<file path="src/rtl/fetch_skid_buffer.sv">
`default_nettype none
// ============================================================================
// Module   : fetch_skid_buffer
// Purpose  : Two-entry registered elastic buffer between the instruction fetch
//            and decode stages, using a valid/ready handshake.
// Revision : 1.0 - initial release
// ============================================================================
module fetch_skid_buffer #(
  parameter int WIDTH = 32
) (
  input  logic             clk,
  input  logic             reset,
  input  logic             flush,
  input  logic             in_valid,
  input  logic [WIDTH-1:0] in_data,
  output logic             in_ready,
  output logic             out_valid,
  output logic [WIDTH-1:0] out_data,
  input  logic             out_ready,
  output logic [1:0]       count
);

  localparam logic [1:0] c_empty = 2'd0;
  localparam logic [1:0] c_one   = 2'd1;
  localparam logic [1:0] c_full  = 2'd2;

  logic [WIDTH-1:0] r_head;
  logic [WIDTH-1:0] r_skid;
  logic [1:0]       r_count;
  logic             r_in_ready;
  logic             r_out_valid;

  logic [WIDTH-1:0] w_head;
  logic [WIDTH-1:0] w_skid;
  logic [1:0]       w_count;
  logic             w_push;
  logic             w_pop;

  assign w_push = in_valid & r_in_ready;
  assign w_pop  = r_out_valid & out_ready;

  // Occupancy-driven next state; flush overrides any handshake in the same cycle.
  always_comb begin
    w_head  = r_head;
    w_skid  = r_skid;
    w_count = r_count;
    if (flush) begin
      w_count = c_empty;
    end else begin
      case (r_count)
        c_empty: begin
          if (w_push) begin
            w_head  = in_data;
            w_count = c_one;
          end
        end
        c_one: begin
          if (w_push && w_pop) begin
            w_head = in_data;
          end else if (w_push) begin
            w_skid  = in_data;
            w_count = c_full;
          end else if (w_pop) begin
            w_count = c_empty;
          end
        end
        c_full: begin
          if (w_pop) begin
            w_head  = r_skid;
            w_count = c_one;
          end
        end
        default: begin
          w_count = c_empty;
        end
      endcase
    end
  end

  // Handshake flags are registered from the next occupancy so they always agree with count.
  always_ff @(posedge clk or negedge reset) begin
    if (!reset) begin
      r_head      <= '0;
      r_skid      <= '0;
      r_count     <= c_empty;
      r_in_ready  <= 1'b1;
      r_out_valid <= 1'b0;
    end else begin
      r_head      <= w_head;
      r_skid      <= w_skid;
      r_count     <= w_count;
      r_in_ready  <= (w_count != c_full);
      r_out_valid <= (w_count != c_empty);
    end
  end

  assign in_ready  = r_in_ready;
  assign out_valid = r_out_valid;
  assign out_data  = r_head;
  assign count     = r_count;

endmodule
`default_nettype wire

</file>
<file path="config.mk">
export PLATFORM = sky130hd
export DESIGN_NAME = fetch_skid_buffer
export DESIGN_NICKNAME = d
export VERILOG_FILES = /design/src/rtl/fetch_skid_buffer.sv
export SDC_FILE = /design/constraint.sdc
export NUM_CORES = 1
export LEC_CHECK = 0
export CAP_MARGIN = 15
export CORE_MARGIN = 10
export CORE_UTILIZATION = 49
export CTS_CLUSTER_SIZE = 30
export DETAILED_ROUTE_END_ITERATION = 16
export GPL_TIMING_DRIVEN = 0
export PLACE_DENSITY = 0.79
export SLEW_MARGIN = 5
export SYNTH_ARGS = -nofsm -noshare
export SYNTH_HDL_FRONTEND = slang
export SYNTH_SLANG_ARGS = --single-unit
</file>
<file path="constraint.sdc">
create_clock -name clk -period 1.9 [get_ports clk]
set_input_delay 0.19 -clock clk [delete_from_list [all_inputs] [get_ports clk]]
set_output_delay 0.19 -clock clk [all_outputs]
set_load 0.05 [all_outputs]
</file>
==> results of run 1 <==
## per-layer routing
metal  vias to the layer above  GRT usage  part of all wire
met5                         -          0                 0
met4                         0     0.0595             0.014
met3                        10     0.0500             0.067
met2                        47      0.198              0.47
met1                       932      0.150              0.45
li1                        886          -                 -
## sequential cells by signal, indices dropped and copies added, names as in the netlist
name / flops
in_ready: 1
out_data: 32
r_skid: 32
out_valid: 1
count: 2
## placed cells by master, fill, tap and decap left out
cell type	synthesis	final
dlygate4sd2_1	0	1
buf_6	3	4
buf_4	0	7
clkbuf_8	0	10
dfrtp_1	67	65
o21ai_0	1	1
dlygate4sd3_1	0	1
a221oi_4	1	1
a211o_1	1	1
dfrtp_2	0	2
and2_1	1	1
nand2_1	3	3
nand3b_1	1	1
a2bb2oi_1	1	1
clkdlybuf4s50_1	0	70
mux2_2	91	91
clkbuf_1	1	2
buf_2	6	4
nand2b_2	0	1
inv_1	1	1
or2_1	1	1
buf_16	0	1
and4b_1	1	1
clkinvlp_4	0	2
a21boi_0	1	1
bufinv_16	0	1
nor2b_1	1	1
a21oi_1	4	4
clkinv_2	0	1
mux2_1	5	5
o21bai_1	1	1
dfstp_2	1	1
## through the flow
step,power (W),worst slack [ns],instance area (sq um),utilization
finish,0.00550,0.0477,4080,0.690
global route,0.00578,-0.0129,4080,0.690
CTS,0.00555,0.0142,4040,0.682
detailed placement,0.00439,-0.149,3830,0.648
global placement,0.00432,-1.96,3810,0.643
floorplan,0.00361,0.00399,3000,-
## power groups by stage
stage | Sequential (W) | Combinational (W) | Clock (W)
2_1_floorplan | 0.00301 | 0.000604 | 0
4_1_cts | 0.00220 | 0.00217 | 0.00118
6_report | 0.00220 | 0.00215 | 0.00115
3_3_place_gp | 0.00220 | 0.00212 | 0
5_1_grt | 0.00226 | 0.00228 | 0.00124
3_5_place_dp | 0.00223 | 0.00216 | 0
## critical path: stages, from the launching register on
cell and delay, ns:
dfstp_2 0.56, nand3b_1 0.14, a221oi_4 0.34, buf_6 0.17, buf_2 0.18, mux2_2 0.34
## layout make-up
type / count / area (sq um) / share of cell area
inverter: 1 / 3.75 / 0.000919
sequential: 68 / 1710 / 0.418
clock buffer: 11 / 141 / 0.0346
buffer: 10 / 75.1 / 0.0184
tap: 75 / 93.8 / 0.0230
multi-input combinational: 115 / 1220 / 0.299
timing repair buffer: 79 / 793 / 0.194
clock inverter: 4 / 50.0 / 0.0123
## how the worst max path moves through the flow
stage          startpoint            to  slack, ns  cells past startpoint
6_report         in_ready  out_data[22]       0.05                      5
5_1_grt          count[1]  out_data[22]      -0.01                      5
4_1_cts          count[0]  out_data[26]       0.01                      4
3_5_place_dp     in_valid  out_data[26]      -0.15                      5
3_3_place_gp        reset      count[1]      -1.96                      1
2_1_floorplan    in_ready   out_data[0]      0.004                      4
## timing repair
action	4_1_cts	5_1_grt
endpoints found under the setup margin	1	30
gates resized for setup	1	8
gates cloned	0	1
endpoints found under the hold margin	67	0
hold buffers	1	0
setup buffers	0	4
pin swaps	0	1
## logic make-up after synthesis
family | after synthesis | share of synthesized area
mux | 96 | 0.361
simple gates | 9 | 0.0180
compound gates | 10 | 0.0280
flops | 68 | 0.569
buf+inv | 11 | 0.0238
==> out/qor.yml, run 1 <==
outcome:
  status: "complete, no violations"
timing:
  finalSetupTns_ns: 0
  final.period_utilization: 0.975
  fmax_ghz: 0.540
  hold_viol_final: 0
  slew_headroom: 0.650
  hold_slack_ns: 0.182
  period_minus_slack_ns: 1.85
  fin_skew_ns: 0.00893
  worstMarginPinSlew_ns: 0.523
  drv_slew: 0
  report.final.setup_viol: 0
critical_path:
  crit_type: "reg -> reg"
  reg2reg_slack_ns: 0.05
  rr_startpoint: "in_ready"
  worstPathRequired_ns: 2.11
  crit_fanout: 5
  crit_arrival_ns: 2.06
  reg2reg_depth: 5
  start_kind: "flop"
  r2r-end: "out_data[22]"
  cp-end-kind: "flop"
clock_network:
  cts.clk_slew.worst_paths_ns: 0.07
  cts_sinks: 68
  cts_tree: "done"
  cts.root.buffer_cell: "clkbuf_8"
  clk_latency_ns: 0.33
  cts_buffers: 9
  h-tree-depth: 3
  cts_max_path_buffers: 2
synthesis:
  synth.distinct_cells: 22
  yosysSeqAreaShare: 0.569
  synth_edf_count: 0
  synthCells: 194
  synth_seq_cells: 68
  synth_area_sq_um: 2990
  yosys_warnings: 0
  synth_nets: 231
  avgSynthCellArea_sq_um: 15.4
  synth_top_area_share: 0.560
  synth_flop_cell: "dfrtp_1"
  async_flop_share: 1.00
  synth_common_cells: "mux2_2 (91), dfrtp_1 (67), buf_2 (6)"
  netlist_top_cells_area: "dfrtp_1 (56%), mux2_2 (34%), mux2_1 (1.9%), buf_6 (1.1%), buf_2 (1.0%)"
  yosysTopAreaCell: "dfrtp_1"
  yosysMostFrequentCell: "mux2_2"
placed_design:
  io_buffers: 72
  dp_cells: 342
  dp_hpwl_um: 4330
  place_congestion: 0.708
detailed_routing:
  ant_nets: 0
  drc: 0
  routed_wl_um: 6120
  vias: 1875
  routed_via_density: 5.17
  first_pass_iters: 4
  drtIter0Drc: 54
  wl_per_cell_um: 16.9
global_routing:
  grt_overflow_total: 0
  antenna_found_initial: 0
  grt_pass1_wl_um: 10100
  grtUsageTotal: 0.127
  grt_max_degree: 68
  first_global_vias: 2037
layout:
  nNetsFinal: 321
  area_growth_pct: 36.5
  n_antenna_cell: 0
  nFillCells: 436
  fin_cells: 363
  drive_above_1_share: 0.438
power_and_ir_drop:
  p_clk_frac: 0.209
  netSwitchingFraction: 0.359
  ir_drop_mv: 0.789
  p_int_w: 0.00353
  p_sw_w: 0.00197
  p_leak_nw: 1.71
  p_seq_frac: 0.399
  pwr-share-comb: 0.392
  p_per_area_nw_per_um2: 1350
die:
  fp.dieW_um: 98.2
  io_pins: 73
  rows: 28
  initial_core_util: 0.505
  core_sq_um: 5920
  die_h_um: 98.2
  dieArea_sq_um: 9630
worst_hold_path:
  hp-class: "in -> async"
flow_run:
  maxCapViolations: 0
Power figures use the tool's default switching activity.
==> run 2: changes to the inputs <==
GPL_TIMING_DRIVEN = 1   (was 0)
PLACE_DENSITY = 0.91   (was 0.79)
==> out/qor.yml, run 2 (synthesis gave the netlist of run 1 again) <==
power_and_ir_drop:
  p_leak_nw: 1.73  # +0.81%
  ir_drop_mv: 0.888  # +12%
  p_per_area_nw_per_um2: 1420  # +5.3%
critical_path:
  r2r-end: "out_data[18]"
  rr_startpoint: "in_ready"
  crit_type: "reg -> reg"
  endpoint: "out_data[18]"
  crit_fanout: 17  # +12
  reg2reg_slack_ns: 0.08  # +0.03 ns
  reg2reg_depth: 4  # -1
  cp-end-kind: "flop"
  worstPathRequired_ns: 2.12  # about the same
  crit_arrival_ns: 2.04  # -0.02 ns
  start_kind: "flop"
  setup.worst_path.start: "in_ready"
global_routing:
  grt_max_degree: 69  # +1.5%
  antenna_found_initial: 0  # unchanged
  grt_pass1_wl_um: 10900  # +7.9%
  grtUsageTotal: 0.140  # +0.0135
  first_global_vias: 2079  # +2.1%
  grt_overflow_total: 0  # unchanged
layout:
  nFillCells: 414  # -5.0%
  design_area_sq_um: 4110  # +0.70%
  nNetsFinal: 313  # -2.5%
  n_antenna_cell: 0  # unchanged
  drive_above_1_share: 0.431  # -0.00690
  area_growth_pct: 37.4
  mostFrequentLayoutCells: "mux2_2 (91), clkdlybuf4s50_1 (70), dfrtp_1 (65)"
  multi_input_area_sq_um: 1230  # +0.41%
  ff_latch_area_sq_um: 1710  # unchanged
  layout_commonest_cell: "mux2_2"
  fin_cells: 356  # -1.9%
timing:
  fmax_ghz: 0.550  # +1.9%
  finalSetupTns_ns: 0  # unchanged
  slew_headroom: 0.645  # -0.00544
  worst_slack_ns: 0.0816  # +0.0340 ns
  drv_slew: 0  # unchanged
  fin_skew_ns: 0.00746  # -0.00147 ns
  period_minus_slack_ns: 1.82  # -0.0340 ns
  worstMarginPinSlew_ns: 0.531  # +0.00813 ns
  report.final.setup_viol: 0  # unchanged
  rsz0062_at_grt: "false"
  final.period_utilization: 0.957  # -0.0179
  hold_viol_final: 0  # unchanged
clock_network:
  cts_tree: "done"
  h-tree-depth: 3  # unchanged
  cts_sinks: 68  # unchanged
  cts-resized-gates: 0  # -1
  cts_max_path_buffers: 2  # unchanged
  cts_buffers: 9  # unchanged
  postCtsSetupRepairBufs: 0  # unchanged
  cts.clk_slew.worst_paths_ns: 0.07  # about the same
  cts.root.buffer_cell: "clkbuf_8"
  clk_latency_ns: 0.34  # about the same
placed_design:
  io_buffers: 72  # unchanged
  dp_slack_ns: -0.0910  # +0.0584 ns
  place_congestion: 0.792  # +12%
  place_area_sq_um: 3850  # +0.46%
  dp_hpwl_um: 4510  # +4.1%
  dp_cells: 339  # -0.88%
die:
  rows: 28  # unchanged
  fp.dieW_um: 98.2  # unchanged
  dieArea_sq_um: 9630  # unchanged
  io_pins: 73  # unchanged
  die_h_um: 98.2  # unchanged
  core_sq_um: 5920  # unchanged
  initial_core_util: 0.505  # unchanged
detailed_routing:
  vias: 1873  # -0.11%
  dr_wl_met2_um: 3360  # +16%
  drtIter0Drc: 67  # +24%
  wl_per_cell_um: 18.1  # +7.3%
  first_pass_iters: 4  # unchanged
  routed_wl_um: 6450  # +5.3%
  wl_met3_um: 392  # -4.4%
  met1_length_um: 2570  # -6.1%
  routed_via_density: 5.26  # +1.9%
  ant_nets: 0  # unchanged
  top_layer: "met4"
  drc: 0  # unchanged
worst_hold_path:
  hp-class: "in -> async"
flow_run:
  maxCapViolations: 0  # unchanged
outcome:
  status: "complete, no violations"
run 2: how the worst min path moves through the flow:
stage                    to  slack, ns  cells after the start
2_1_floorplan      count[0]      -0.11                      0
3_3_place_gp     r_skid[22]       0.24                      2
3_5_place_dp   out_data[22]       0.24                      2
4_1_cts        out_data[22]       0.40                      3
5_1_grt          r_skid[26]       0.45                      3
6_report         r_skid[26]       0.42                      3
run 2: what timing repair did:
action / 4_1_cts / 5_1_grt
hold endpoints to repair: 67 / 0
hold buffers: 1 / 0
setup endpoints to repair: 0 / 0
run 2: routing by layer:
layer  GRT usage  up-vias
met3      0.0458       11
met4      0.0739        0
met1       0.159      940
li1            -      871
met5           0        -
met2       0.231       51
run 2: through the flow:
step | power [W] | util | hold slack (ns)
6_report | 0.00583 | 0.695 | 0.417
5_1_grt | 0.00612 | 0.695 | 0.452
4_1_cts | 0.00590 | 0.695 | 0.397
3_5_place_dp | 0.00441 | 0.651 | 0.236
3_3_place_gp | 0.00433 | 0.651 | 0.238
2_1_floorplan | 0.00361 | - | -0.106
run 2: power by group:
| group | internal [W] | leakage, nW | switching, W |
|---|---|---|---|
| registers | 0.00196 | 0.811 | 0.000269 |
| logic | 0.000926 | 0.788 | 0.00121 |
| clock network | 0.000942 | 0.127 | 0.000524 |
run 2: critical path, stage by stage (launching register included):
cell      delay, ns
dfstp_2        0.58
nand3b_1       0.14
a221oi_4       0.30
buf_4          0.30
mux2_2         0.38
run 2: cell type report:
type                       count  area share
sequential                    68       0.415
multi-input combinational    115       0.298
timing repair buffer          81       0.203
clock buffer                  12      0.0377
clock inverter                 4      0.0231
tap                           75      0.0228
inverter                       1    0.000913
==> run 3: changes to the inputs <==
CORE_UTILIZATION = 40   (was 49)
PLACE_DENSITY = 0.79   (was 0.91)
==> out/qor.yml, run 3 (synthesis gave the netlist of run 1 again) <==
detailed_routing:
  wl_per_cell_um: 16.7  # -7.5%
  routed_via_density: 4.87  # -7.5%
  vias: 1845  # -1.5%
  first_pass_iters: 3  # -1
  routed_wl_um: 6350  # -1.6%
  ant_nets: 0  # unchanged
  drtIter0Drc: 30  # -55%
  drc: 0  # unchanged
outcome:
  status: "complete, no violations"
power_and_ir_drop:
  p_clk_frac: 0.218  # -0.034
  p_leak_nw: 1.71  # -1.2%
  p_per_area_nw_per_um2: 1360  # -4.4%
  pwr-share-comb: 0.385  # +0.018
  ir_drop_mv: 0.830  # -6.4%
  p_sw_w: 0.00197  # -1.5%
  netSwitchingFraction: 0.354  # +0.0106
  p_int_w: 0.00359  # -6.0%
  p_seq_frac: 0.397  # +0.015
global_routing:
  grt_pass1_wl_um: 10400  # -4.3%
  grt_overflow_total: 0  # unchanged
  grtUsageTotal: 0.115  # -0.0255
  antenna_found_initial: 0  # unchanged
  grt_max_degree: 37  # -46%
  first_global_vias: 2037  # -2.0%
timing:
  report.final.setup_viol: 0  # unchanged
  final.period_utilization: 0.947  # -0.0104
  fin_skew_ns: 0.00290  # -0.00456 ns
  finalSetupTns_ns: 0  # unchanged
  period_minus_slack_ns: 1.80  # -0.0198 ns
  rsz0062_at_grt: "false"
  fmax_ghz: 0.556  # +1.1%
  hold_viol_final: 0  # unchanged
  worstMarginPinSlew_ns: 0.524  # -0.00701 ns
  drv_slew: 0  # unchanged
  slew_headroom: 0.649  # +0.00469
clock_network:
  cts.clk_slew.worst_paths_ns: 0.07  # about the same
  cts_buffers: 9  # unchanged
  cts_max_path_buffers: 2  # unchanged
  clk_latency_ns: 0.33  # about the same
  cts_tree: "done"
  cts_sinks: 68  # unchanged
  h-tree-depth: 3  # unchanged
  cts.root.buffer_cell: "clkbuf_8"
layout:
  drive_above_1_share: 0.425  # -0.00560
  area_growth_pct: 37.2
  nNetsFinal: 313  # unchanged
  n_antenna_cell: 0  # unchanged
  mostFrequentLayoutCells: "mux2_2 (91), clkdlybuf4s50_1 (70), dfrtp_1 (65)"
  utilization: 0.566  # -0.128
  layout_commonest_cell: "mux2_2"
die:
  initial_core_util: 0.413  # -0.0929
  fp.dieW_um: 107  # +8.5%
  io_pins: 73  # unchanged
  core_sq_um: 7250  # +23%
  die_h_um: 107  # +8.5%
  rows: 31  # +11%
  dieArea_sq_um: 11300  # +18%
placed_design:
  io_buffers: 72  # unchanged
  dp_hpwl_um: 4490  # -0.47%
  place_congestion: 0.751  # -5.2%
critical_path:
  cp-end-kind: "output pin"
  path_buf_inv: 1  # unchanged
  path_cells: "clkdlybuf4s50_1"
  cp_slowest_cell: "clkdlybuf4s50_1"
  crit_fanout: 7  # -10
  crit_family: "buffers and inverters"
  start_kind: "flop"
  worstPathRequired_ns: 1.71  # -0.41 ns
  crit_arrival_ns: 1.61  # -0.43 ns
  max_stage_delay_ns: 0.83  # +0.25 ns
  crit_type: "reg -> out"
worst_hold_path:
  hp-class: "in -> async"
flow_run:
  maxCapViolations: 0  # unchanged
run 3: area by class of cell:
class,instances,area [sq um]
sequential,68,1710
multi-input combinational,115,1230
tap,99,124
clock inverter,1,30.0
fill,611,3150
clock buffer,14,173
timing repair buffer,81,846
inverter,1,3.75
run 3: metrics by stage:
step	setup slack (ns)	power (W)	instance area, sq um	std cells	hold WS, ns
after global routing	0.0460	0.00584	4110	379	0.380
after global placement	-0.00263	0.00433	3890	363	0.191
after floorplan	0.00399	0.00361	3000	194	-0.106
after CTS	0.0742	0.00565	4110	379	0.377
final	0.101	0.00557	4110	379	0.369
after detailed placement	-0.0547	0.00440	3890	363	0.194
run 3: path summary, 6_finish.rpt:
check | start | end | slack, ns | cells past startpoint
worst max-delay path | count[0] | count[0] | 0.10 | 1
worst max register to register | in_ready | out_data[9] | 0.14 | 4
max in group asynchronous | reset | r_skid[9] | 0.97 | 3
worst min register to register | r_skid[30] | r_skid[30] | 0.50 | 1
min in group clk | in_data[11] | r_skid[11] | 0.50 | 2
worst min-delay path | reset | r_skid[1] | 0.37 | 2
run 3: power by group through the flow:
stage	combinational, W	sequential [W]	clock (W)
6_report	0.00214	0.00221	0.00122
4_1_cts	0.00218	0.00221	0.00125
3_3_place_gp	0.00213	0.00221	0
3_5_place_dp	0.00217	0.00223	0
5_1_grt	0.00226	0.00227	0.00131
2_1_floorplan	0.000604	0.00301	0
run 3: timing repair:
item                                   CTS  global route
setup endpoints to repair                0             0
endpoints found under the hold margin   19             0
hold buffers                             1             0
buffers inserted                         0             0
resized for setup                        0             0
run 3: per-layer routing:
metal  track usage  wire [um]  up-vias
met3        0.0610        477        5
met5             0          0        -
met2         0.196       3260       49
li1              -          -      862
met4        0.0261         43        0
met1         0.123       2570      929
